$ cat config.mk
export PLATFORM = sky130hd
export DESIGN_NAME = mem_port_arbiter
export DESIGN_NICKNAME = d
export VERILOG_FILES = /design/src/rtl/mem_port_arbiter.sv
export SDC_FILE = /design/constraint.sdc
export NUM_CORES = 1
export LEC_CHECK = 0
export CAP_MARGIN = 20
export CORE_AREA = 4 4 142 144
export DETAILED_ROUTE_END_ITERATION = 12
export DIE_AREA = 0 0 146 148
export PLACE_DENSITY_LB_ADDON = 0.15
export RECOVER_POWER = 25
export SLEW_MARGIN = 0
export SYNTH_ARGS = -nofsm -noshare
export SYNTH_HDL_FRONTEND = slang
export SYNTH_SLANG_ARGS = --single-unit
$ cat constraint.sdc
create_clock -name Clock -period 6.7 [get_ports Clock]
set_clock_uncertainty 0.15 [all_clocks]
set_input_delay 1.34 -clock Clock [delete_from_list [all_inputs] [get_ports Clock]]
set_output_delay 1.34 -clock Clock [all_outputs]
set_load 0.01 [all_outputs]
$ cat src/rtl/mem_port_arbiter.sv
// mem_port_arbiter
//   Shares one single-ported memory between the fetch stage (IF, read-only)
//   and the data stage (D, load/store). One access is in flight at a time;
//   read latency is absorbed in WAIT and the result is returned with a
//   one-cycle Grant/Done pulse. Stall gates the CPU pipeline while either
//   requester is waiting.
//
//   Ports
//     Clock, Reset        rising-edge clock, async active-low reset
//     IF_Req/Addr         fetch request (level, held until IF_Grant)
//     IF_Grant/RData      fetch complete pulse and fetched word (held)
//     D_Req/Write/ByteSel/Addr/WData   data request (held until D_Done)
//     D_Done/RData        data complete pulse and load word (held)
//     Mem_*               memory macro port
//     Stall               (IF_Req & ~IF_Grant) | (D_Req & ~D_Done)
//     Perf_IF/D/Stall     event counters, present only with ARB_PERF_EN
//
//   Build option: define ARB_PERF_EN to synthesise the three perf counters;
//   without it the Perf_* ports read 0.
//
//   Parameter ranges: MEM_LAT 1..4, STARVE_MAX 1..15.
module mem_port_arbiter #(
  parameter int ADDR_W     = 32,
  parameter int DATA_W     = 32,
  parameter int MEM_LAT    = 1,
  parameter int STARVE_MAX = 4
) (
  input  logic              Clock,
  input  logic              Reset,
  input  logic              IF_Req,
  input  logic [ADDR_W-1:0] IF_Addr,
  output logic              IF_Grant,
  output logic [DATA_W-1:0] IF_RData,
  input  logic              D_Req,
  input  logic              D_Write,
  input  logic [1:0]        D_ByteSel,
  input  logic [ADDR_W-1:0] D_Addr,
  input  logic [DATA_W-1:0] D_WData,
  output logic              D_Done,
  output logic [DATA_W-1:0] D_RData,
  output logic              Mem_En,
  output logic              Mem_We,
  output logic [1:0]        Mem_ByteSel,
  output logic [ADDR_W-1:0] Mem_Addr,
  output logic [DATA_W-1:0] Mem_WData,
  input  logic [DATA_W-1:0] Mem_RData,
  output logic              Stall,
  output logic [31:0]       Perf_IF,
  output logic [31:0]       Perf_D,
  output logic [31:0]       Perf_Stall
);

  typedef enum logic [1:0] {IDLE, ISSUE, WAIT, RESP} state_t;

  localparam logic [1:0] LAT_INIT   = 2'(MEM_LAT - 1);
  localparam logic [3:0] STARVE_LIM = 4'(STARVE_MAX);

  state_t            state, stateNext;
  logic              winD;        // latched winner: 1 = data side, 0 = fetch
  logic [ADDR_W-1:0] addrQ;
  logic              weQ;
  logic [1:0]        bselQ;
  logic [DATA_W-1:0] wdataQ;
  logic [1:0]        waitCnt;
  logic [3:0]        starveCnt;
  logic [DATA_W-1:0] ifRDataQ, dRDataQ;

  logic ifReqEff, dReqEff, pickD, pickIf;

  // A requester currently receiving its pulse is not a new request.
  assign ifReqEff = IF_Req & ~IF_Grant;
  assign dReqEff  = D_Req  & ~D_Done;
  assign pickD    = dReqEff & (~ifReqEff | (starveCnt < STARVE_LIM));
  assign pickIf   = ~pickD & ifReqEff;

  // State register
  always_ff @(posedge Clock or negedge Reset) begin
    if (!Reset) state <= IDLE;
    else        state <= stateNext;
  end

  // Next-state logic
  always_comb begin
    stateNext = state;
    case (state)
      IDLE:  if (pickD | pickIf) stateNext = ISSUE;
      ISSUE: stateNext = weQ ? RESP : WAIT;
      WAIT:  if (waitCnt == 2'd0) stateNext = RESP;
      RESP:  stateNext = IDLE;
      default: stateNext = IDLE;
    endcase
  end

  // Payload latch, latency counter, read-data capture, starvation tracking.
  // Reset clears everything so a response in flight is simply dropped.
  always_ff @(posedge Clock or negedge Reset) begin
    if (!Reset) begin
      winD      <= 1'b0;
      addrQ     <= '0;
      weQ       <= 1'b0;
      bselQ     <= 2'b00;
      wdataQ    <= '0;
      waitCnt   <= 2'd0;
      starveCnt <= 4'd0;
      ifRDataQ  <= '0;
      dRDataQ   <= '0;
    end else begin
      case (state)
        IDLE: if (pickD | pickIf) begin
          winD  <= pickD;
          addrQ <= pickD ? D_Addr : IF_Addr;
          weQ   <= pickD & D_Write;
          bselQ <= pickD ? D_ByteSel : 2'b00;
          if (pickD) wdataQ <= D_WData;
          if (pickD && ifReqEff && starveCnt != 4'd15)
            starveCnt <= starveCnt + 4'd1;
        end
        ISSUE: waitCnt <= LAT_INIT;
        WAIT: begin
          if (waitCnt == 2'd0) begin
            if (winD) dRDataQ  <= Mem_RData;
            else      ifRDataQ <= Mem_RData;
          end else begin
            waitCnt <= waitCnt - 2'd1;
          end
        end
        RESP: if (!winD) starveCnt <= 4'd0;
        default: ;
      endcase
    end
  end

  assign IF_Grant    = (state == RESP) & ~winD;
  assign D_Done      = (state == RESP) &  winD;
  assign IF_RData    = ifRDataQ;
  assign D_RData     = dRDataQ;
  assign Mem_En      = (state == ISSUE);
  assign Mem_We      = (state == ISSUE) & weQ;
  assign Mem_ByteSel = bselQ;
  assign Mem_Addr    = addrQ;
  assign Mem_WData   = wdataQ;
  assign Stall       = (IF_Req & ~IF_Grant) | (D_Req & ~D_Done);

`ifdef ARB_PERF_EN
  logic [31:0] perfIf, perfD, perfStall;

  always_ff @(posedge Clock or negedge Reset) begin
    if (!Reset) begin
      perfIf    <= '0;
      perfD     <= '0;
      perfStall <= '0;
    end else begin
      if (IF_Grant) perfIf    <= perfIf + 32'd1;
      if (D_Done)   perfD     <= perfD + 32'd1;
      if (Stall)    perfStall <= perfStall + 32'd1;
    end
  end

  assign Perf_IF    = perfIf;
  assign Perf_D     = perfD;
  assign Perf_Stall = perfStall;
`else
  assign Perf_IF    = 32'd0;
  assign Perf_D     = 32'd0;
  assign Perf_Stall = 32'd0;
`endif

endmodule

* Word-level counts from Yosys, hierarchy flattened
Index checks and enable logic that the tools add are counted.
Storage, ports and cells: flip-flop bits (word level) 140, logic and storage cells 63, output and inout port bits 231, input bits 135
Operators by class: bitwise logic cells 16, $add $sub $neg 2, equality and inequality tests 9, magnitude comparators 1, muxes and demuxes 12, reductions and logical operators 13
Operator list (number):
- $mux 32 | 1
- $mux 4 | 3
- $ne 2x2->1 const B | 5
- $reduce_and 3->1 | 3
- $and 1x1->1 | 8
- $mux 2 | 4
- $pmux 2 s4 | 1
- $pmux 4 s2 | 1
- $reduce_and 2->1 | 3
- $not 1->1 | 5
- $add 4x1->4 const B | 1
- $eq 2x2->1 const B | 2
- $logic_not 2->1 | 2
- $lt 4x3->1 const B | 1
- $ne 4x4->1 const B | 1
- $pmux 2 s2 | 1
- $reduce_and 4->1 | 1
- $reduce_bool 2->1 | 2
- $or 1x1->1 | 3
- $eq 2x1->1 const B | 1
- $logic_and 1x1->1 | 2
- $sub 2x1->2 const B | 1
- $mux 1 | 1

* Logic depth before layout (Yosys ltp)
Gate-level depths: netlist of run 1.
depth in word-level cells 12, mapped depth 8, depth with buffers taken out 6

* Worst setup path before layout of run 1
OpenSTA, ideal clock, no wires.
path kind input -> output, start input port IF_Req, end output port Stall, data arrival time 1796 ps, slack 3414 ps, buffers on the path 0, stages 2, required time 5210 ps, cells stage by stage mux2i_1 > a21oi_1
Between the ends: word-level cells in the longest chain between the ends 2
RTL lines:
- from (decl) | RTL line 30 | input logic IF_Req,
- $and 1x1->1 | RTL line 142 | assign Stall = (IF_Req & ~IF_Grant) | (D_Req & ~D_Done);
- $or 1x1->1 | RTL line 142
- to (decl) | RTL line 47 | output logic Stall,
Every way passes these cells.

* Final worst setup path of run 1
start input port D_Req, end output port Stall
Between the ends: word-level cells in the longest chain between the ends 2
RTL lines:
- from (decl) | RTL line 34 | input logic D_Req,
- $and 1x1->1 | RTL line 142
- $or 1x1->1 | RTL line 142
Every way passes these cells.

==> results of run 1 <==
## kinds of logic (layout without fill, tap and decap cells)
kind of cell,after synthesis,count (layout)
DFF,140,140
muxes,131,131
buffers and inverters,124,313
and+or+nand+nor,59,59
AOI/OAI and AO/OA,51,51
adders and majority gates,7,7
xor gates and xnor gates,2,2
other,1,96
## routing by layer
metal,routed length (um),up-vias,track usage [%]
met5,0,-,0
met4,166,0,3.90
li1,-,2114,-
met1,5660,2213,14.7
met3,2050,11,8.80
met2,9160,215,28.8
## flip-flops by register name (all words and copies together) (netlist names)
register	flops
D_RData	32
IF_RData	32
Mem_Addr	32
Mem_ByteSel	2
Mem_WData	32
starveCnt	4
state	2
waitCnt	2
weQ	1
winD	1
## placed cells by master, fill, tap and decap left out, types with 2 or more instances in the layout
master / netlist / routed
sky130_fd_sc_hd__nor2_1: 34 / 34
sky130_fd_sc_hd__o21a_1: 2 / 2
sky130_fd_sc_hd__o31ai_1: 2 / 2
sky130_fd_sc_hd__xnor2_1: 2 / 2
sky130_fd_sc_hd__buf_4: 101 / 2
sky130_fd_sc_hd__clkinvlp_4: 0 / 6
sky130_fd_sc_hd__mux2_2: 97 / 97
sky130_fd_sc_hd__o211ai_1: 2 / 2
sky130_fd_sc_hd__clkbuf_1: 2 / 4
sky130_fd_sc_hd__nand3_1: 4 / 3
sky130_fd_sc_hd__mux2i_1: 34 / 34
sky130_fd_sc_hd__dfrtp_1: 140 / 140
sky130_fd_sc_hd__bufinv_16: 0 / 2
sky130_fd_sc_hd__clkinv_2: 0 / 3
sky130_fd_sc_hd__conb_1: 1 / 96
sky130_fd_sc_hd__or3_1: 4 / 4
sky130_fd_sc_hd__nand2_1: 8 / 8
sky130_fd_sc_hd__o21ai_0: 2 / 2
sky130_fd_sc_hd__a22o_1: 3 / 3
sky130_fd_sc_hd__nand2b_1: 4 / 4
sky130_fd_sc_hd__inv_1: 7 / 7
sky130_fd_sc_hd__clkinv_4: 0 / 2
sky130_fd_sc_hd__clkbuf_16: 0 / 17
sky130_fd_sc_hd__a21oi_1: 33 / 33
sky130_fd_sc_hd__clkdlybuf4s50_1: 0 / 268
sky130_fd_sc_hd__ha_1: 7 / 7
## worst max path at each step
stage                     slack [ns]          end   start  depth (start not counted)
after floorplan                 3.41        Stall  IF_Req                          2
after global placement          2.19        Stall   D_Req                          4
after detailed placement        2.19        Stall   D_Req                          4
after CTS                       2.17        Stall   D_Req                          4
after global routing            1.76  Mem_Addr[2]   Reset                          3
final                           2.18        Stall   D_Req                          4
## cell type report
type                       count  area, sq um
inverter                       7         26.3
clock inverter                14          146
fill                        1661         9050
tap                          234          293
sequential                   140         3500
clock buffer                  18          429
timing repair buffer         274         2740
multi-input combinational    346         2520
## power groups by stage
stage | clock (mW) | combinational (mW) | sequential (mW)
detailed placement | 0 | 2.13 | 1.50
CTS | 0.942 | 2.14 | 1.50
floorplan | 0 | 0.850 | 1.68
global route | 0.985 | 2.26 | 1.55
global placement | 0 | 2.10 | 1.48
finish | 0.907 | 2.10 | 1.49
## worst max-delay path, delay by kind of cell
kind            cells  cell delay (ns)
mux                 1             0.17
compound gates      1             0.31
buf+inv             2             1.20
==> metrics.log, run 1 <==
[metrics] Overall Power: 4.50 mW
[metrics] maximum level of the CTS H-tree: 4
[metrics] total core area: 18700 sq um
[metrics] crit path max-delay cell type: sky130_fd_sc_hd__clkdlybuf4s50_1
[metrics] number of flops mapped to enable cells by yosys: 0
[metrics] compound-gate portion of the synthesized area: 5.22%
[metrics] number of violations of the max-capacitance limit: 2
[metrics] fraction of layout instances using a drive strength above 1: 17.1%
[metrics] max-slew violation count: 96
[metrics] internal power: 3.04 mW
[metrics] area growth from synthesis to final layout: 48.1%
[metrics] Reg2Reg Depth: 5
[metrics] worst hold path cell count: 1
[metrics] Total Neg Setup Slack: 0 ns
[metrics] RR Startpoint: state[0]
[metrics] number of synthesized register bits: 140
[metrics] mux share of post-synthesis cell area: 22.0%
[metrics] top cells by count, synth: 140 x sky130_fd_sc_hd__dfrtp_1, 101 x sky130_fd_sc_hd__buf_4, 97 x sky130_fd_sc_hd__mux2_2, 34 x sky130_fd_sc_hd__mux2i_1, 34 x sky130_fd_sc_hd__nor2_1
[metrics] crit path capture type: primary output
[metrics] final core utilization: 51.6%
[metrics] clk slew on worst S/H paths: 0.06 ns
[metrics] type of the tightest min-delay check: reg -> reg
[metrics] number of buffers inserted by port buffering: 269
[metrics] maximum fanout count along the critical path: 5
[metrics] largest family of logic cells by synthesized area: multiplexers
[metrics] transition time at the pin with the least slew margin: 3.37 ns
[metrics] outcome: complete, but fails checks
[metrics] delay of the slowest cell on the worst path: 0.63 ns
[metrics] final setup violation count: 0
[metrics] PostCTS Resize Cnt: 0
[metrics] setup ws final: 2.18 ns
[metrics] Clock Tree Buf Depth: 2
[metrics] total of warnings raised by yosys: 0
[metrics] Die Span X: 146 um
[metrics] Power per Cell Area: 467 nW/um^2
[metrics] antenna violations before repair: 0
[metrics] final wirelength: 17000 um
[metrics] hold bufs inserted after CTS: 0
[metrics] number of I/O pins: 366
[metrics] startpoint kind of the worst setup timing path: input port
[metrics] Required @ worst endpoint: 5.21 ns
[metrics] worst supply voltage drop on vdd: 0.252 mV
[metrics] worst rel slew slack: -125%
[metrics] via total after detailed routing: 4553
[metrics] internal reg-to-reg setup slack: 3.61 ns
[metrics] overall die area: 21600 sq um
[metrics] total net switching power: 1.46 mW
[metrics] failing checks: max-capacitance violations, max-slew violations
[metrics] CP dominant cell by count: sky130_fd_sc_hd__clkdlybuf4s50_1
[metrics] total non-filler cell area in the finished layout: 9650 sq um
[metrics] post-place setup slack: 2.19 ns
[metrics] starting density of the core: 34.8%
[metrics] fraction of synthesized cell area taken by the top area cell type: 53.7%
[metrics] dominant cell by count in the synthesized netlist: sky130_fd_sc_hd__dfrtp_1
[metrics] average routed wire per standard cell: 16.5 um
[metrics] fraction of the yosys area taken by sequential cells: 53.7%
[metrics] clock insertion delay at the later pin of the skew report: 0.41 ns
[metrics] endpoint of the most critical register-to-register path: IF_RData[27]
[metrics] Most used DFF post-synth: sky130_fd_sc_hd__dfrtp_1
[metrics] vias in the first global route: 4998
[metrics] pin count of the biggest net entering global routing: 80
[metrics] fin nets: 928
[metrics] Min Hold Slack: 0.350 ns
[metrics] clock network power share: 20.1%
[metrics] global routing usage summed across all routing layers: 15.5%
[metrics] Worst Path Arrival: 3.03 ns
[metrics] setup repair after global routing missed its margin: no
[metrics] number of placed instances, taps included: 1000
[metrics] Chip Height: 148 um
[metrics] Sinks on Clock Net: 140
[metrics] post-synth cell types: 35
[metrics] Final Cycle Share: 67.4%
[metrics] final hold violation count: 0
[metrics] global placement routability congestion: 0.770
[metrics] Fmax achieved: 0.221 GHz
[metrics] most area-consuming cells after synthesis: sky130_fd_sc_hd__dfrtp_1 54%, sky130_fd_sc_hd__mux2_2 17%, sky130_fd_sc_hd__buf_4 12%
[metrics] part of the power in combinational logic: 46.7%
[metrics] non-filler cells in the finished layout: 1033
[metrics] first-pass GRT wire length: 26500 um
[metrics] worst hold endpoint: D_RData[7]
[metrics] cell leakage power: 4.20 nW
[metrics] clock tree from TritonCTS: built
[metrics] xor-xnor portion of the synthesized cell area: 0.269%
[metrics] postcts setup bufs: 0
[metrics] average cell area after synthesis: 12.7 sq um
[metrics] First-pass DRT Iterations: 4
[metrics] placed wire-length estimate: 13000 um
[metrics] start point of the worst hold path: D_RData[7]
[metrics] gate count of the mapped netlist: 515
[metrics] library cell occupying the most area in the post-synthesis netlist: sky130_fd_sc_hd__dfrtp_1
[metrics] total standard cell area after synthesis: 6520 sq um
[metrics] cell area after placement: 9060 sq um
[metrics] post-synthesis simple-gate area fraction: 4.13%
[metrics] grt total ovfl: 0
[metrics] DRC: 0
[metrics] Synth Area in Adders: 1.34%
[metrics] antenna fix cells: 0
[metrics] number of buffers created by CTS: 17
[metrics] type of the worst setup path: in -> out
[metrics] Final ANT Viol Nets: 0
[metrics] Site Rows: 50
[metrics] root buffer cell: sky130_fd_sc_hd__clkbuf_16
[metrics] CP Cell Sequence: clkdlybuf4s50_1, mux2i_1, a21oi_1, clkdlybuf4s50_1
[metrics] Vias/cell: 4.41
[metrics] proportion of power drawn by flip-flops and latches: 33.2%
[metrics] number of DRC markers in iteration 0: 102
[metrics] minimum clock period after layout: 4.52 ns
[metrics] switching part of the total power: 32.4%
[metrics] fraction of registers with async set/reset: 100%
(Power assumes the default switching activity.)
==> run 2, diff against run 1 <==
--- a/config.mk
+++ b/config.mk
@@ -6,9 +6,9 @@
 export NUM_CORES = 1
 export LEC_CHECK = 0
 export CAP_MARGIN = 20
-export CORE_AREA = 4 4 142 144
+export CORE_AREA = 4 4 139 141
 export DETAILED_ROUTE_END_ITERATION = 12
-export DIE_AREA = 0 0 146 148
+export DIE_AREA = 0 0 143 145
 export PLACE_DENSITY_LB_ADDON = 0.15
 export RECOVER_POWER = 25
 export SLEW_MARGIN = 0
==> constraint.sdc (replaced) <==
create_clock -name Clock -period 4.4 [get_ports Clock]
set_clock_uncertainty 0.15 [all_clocks]
set_input_delay 0.88 -clock Clock [delete_from_list [all_inputs] [get_ports Clock]]
set_output_delay 0.88 -clock Clock [all_outputs]
set_load 0.01 [all_outputs]
==> run 2 against run 1 <==
Net effect:
- critical endpoint unchanged
- non-clock buffer count unchanged
- combinational power increased by 52%
- largest power group unchanged
- the run still ends with max-capacitance violations, max-slew violations left
- worst setup slack got worse by 1.4 ns
- largest cell class unchanged
==> metrics.log, run 2 (same netlist as run 1, synthesis figures left out) <==
[metrics] DRC: 0 (unchanged)
[metrics] total core area: 18000 sq um (-4.0%)
[metrics] pin count of the biggest net entering global routing: 97 (+21%)
[metrics] max-slew violation count: 97 (+1.0%)
[metrics] worst hold path cell count: 1 (unchanged)
[metrics] cell leakage power: 4.22 nW (+0.54%)
[metrics] transition time at the pin with the least slew margin: 2.38 ns (-0.984 ns)
[metrics] Total Neg Setup Slack: 0 ns (unchanged)
[metrics] hold bufs inserted after CTS: 0 (unchanged)
[metrics] first-pass GRT wire length: 26400 um (-0.47%)
[metrics] final wirelength: 16900 um (-1.1%)
[metrics] setup repair after global routing missed its margin: no
[metrics] starting density of the core: 36.3% (+1.4 points)
[metrics] Largest delay share family, worst path: buffers and inverters
[metrics] Required @ worst endpoint: 3.37 ns (-1.84 ns)
[metrics] CP Cell Sequence: clkdlybuf4s50_1, mux2i_1, a21oi_1, clkdlybuf4s50_1
[metrics] CP dominant cell by count: sky130_fd_sc_hd__clkdlybuf4s50_1
[metrics] Final Cycle Share: 82.7%
[metrics] clk slew on worst S/H paths: 0.06 ns (about the same)
[metrics] clock tree from TritonCTS: built
[metrics] worst supply voltage drop on vdd: 0.362 mV (+44%)
[metrics] delay of the slowest cell on the worst path: 0.64 ns (about the same)
[metrics] grt total ovfl: 0 (unchanged)
[metrics] Die Span X: 143 um (-2.1%)
[metrics] postcts setup bufs: 0 (unchanged)
[metrics] startpoint kind of the worst setup timing path: input port
[metrics] Reg2Reg Depth: 5 (unchanged)
[metrics] crit path max-delay cell type: sky130_fd_sc_hd__clkdlybuf4s50_1
[metrics] number of DRC markers in iteration 0: 125 (+23%)
[metrics] Vias/cell: 4.43 (+0.46%)
[metrics] crit path capture type: primary output
[metrics] area growth from synthesis to final layout: 48.1% (unchanged)
[metrics] placed wire-length estimate: 13000 um (about the same)
[metrics] fraction of layout instances using a drive strength above 1: 17.3% (+0.13 points)
[metrics] number of I/O pins: 366 (unchanged)
[metrics] Worst Path Arrival: 2.61 ns (-0.42 ns)
[metrics] type of the tightest min-delay check: reg -> reg
[metrics] most common cell after layout, fill and taps aside: sky130_fd_sc_hd__clkdlybuf4s50_1
[metrics] maximum fanout count along the critical path: 5 (unchanged)
[metrics] via total after detailed routing: 4552 (-0.022%)
[metrics] Fmax achieved: 0.275 GHz
[metrics] most frequent cells in the layout: 268 x sky130_fd_sc_hd__clkdlybuf4s50_1, 140 x sky130_fd_sc_hd__dfrtp_1, 97 x sky130_fd_sc_hd__mux2_2, 96 x sky130_fd_sc_hd__conb_1
[metrics] Min Hold Slack: 0.355 ns (+0.00548 ns)
[metrics] antenna fix cells: 0 (unchanged)
[metrics] maximum level of the CTS H-tree: 4 (unchanged)
[metrics] PostCTS Resize Cnt: 0 (unchanged)
[metrics] root buffer cell: sky130_fd_sc_hd__clkbuf_16
[metrics] global placement routability congestion: 0.732 (-5.0%)
[metrics] type of the worst setup path: in -> out
[metrics] Buffers & Inverters on Critical Path: 2 (unchanged)
[metrics] clock insertion delay at the later pin of the skew report: 0.41 ns (about the same)
[metrics] fin nets: 928 (unchanged)
[metrics] outcome: complete, but fails checks
[metrics] First-pass DRT Iterations: 5 (+1)
[metrics] antenna violations before repair: 0 (unchanged)
[metrics] worst rel slew slack: -58.9% (+66 points)
[metrics] overall die area: 20700 sq um (-4.0%)
[metrics] Site Rows: 49 (-2.0%)
[metrics] Clock Tree Buf Depth: 2 (unchanged)
[metrics] Final ANT Viol Nets: 0 (unchanged)
[metrics] final hold violation count: 0 (unchanged)
[metrics] vias in the first global route: 5033 (+0.70%)
[metrics] Power per Cell Area: 716 nW/um^2 (+54%)
[metrics] Chip Height: 145 um (-2.0%)
[metrics] final setup violation count: 0 (unchanged)
[metrics] number of violations of the max-capacitance limit: 1 (-1)
[metrics] failing checks: max-capacitance violations, max-slew violations
[metrics] number of buffers inserted by port buffering: 269 (unchanged)
[metrics] Sinks on Clock Net: 140 (unchanged)
[metrics] minimum clock period after layout: 3.64 ns
[metrics] global routing usage summed across all routing layers: 16.0% (+0.54 points)
[metrics] number of buffers created by CTS: 17 (unchanged)
[metrics] instance count on the critical path: 4 (unchanged)
[metrics] average routed wire per standard cell: 16.4 um (-0.58%)
-- run 2: cell type report --
cell class | instances | area [sq um]
Multi-Input combinational cell | 346 | 2520
Clock buffer | 19 | 433
Inverter | 7 | 26.3
Clock inverter | 13 | 164
Fill cell | 1547 | 8310
Timing Repair Buffer | 274 | 2720
Sequential cell | 140 | 3500
Tap cell | 229 | 287
-- run 2: per-layer routing --
| layer | vias up | wire (um) | global-route usage (%) |
|---|---|---|---|
| met3 | 19 | 1950 | 7.04 |
| met4 | 0 | 209 | 4.56 |
| met2 | 215 | 9220 | 30.5 |
| li1 | 2117 | - | - |
| met5 | - | 0 | 0 |
| met1 | 2201 | 5480 | 15.3 |
-- run 2: through the flow --
stage               power, mW  std cells  setup slack, ns  cell area, sq um  utilization, %
floorplan                3.85        610             2.03              6880               -
global placement         5.43        996            0.793              9060            50.5
detailed placement       5.55        996            0.759              9060            50.5
CTS                      7.04       1028            0.739              9660            53.8
global route             7.37       1028            0.438              9650            53.7
finish                   6.91       1028            0.760              9650            53.7
-- run 2: worst paths after layout --
path                         startpoint      endpoint  slack [ns]
setup / recovery                  D_Req         Stall        0.76
min in group asynchronous         Reset   D_RData[12]        1.04
hold reg to reg            IF_RData[27]  IF_RData[27]        0.36
setup reg to reg               state[0]  Mem_WData[1]        1.83
max in group asynchronous         Reset  Mem_Addr[10]        1.07
hold / removal             IF_RData[27]  IF_RData[27]        0.36
-- run 2: power by group --
| part | switching (mW) | internal, mW |
|---|---|---|
| sequential | 0.344 | 1.93 |
| combinational | 1.32 | 1.86 |
| clock | 0.553 | 0.897 |
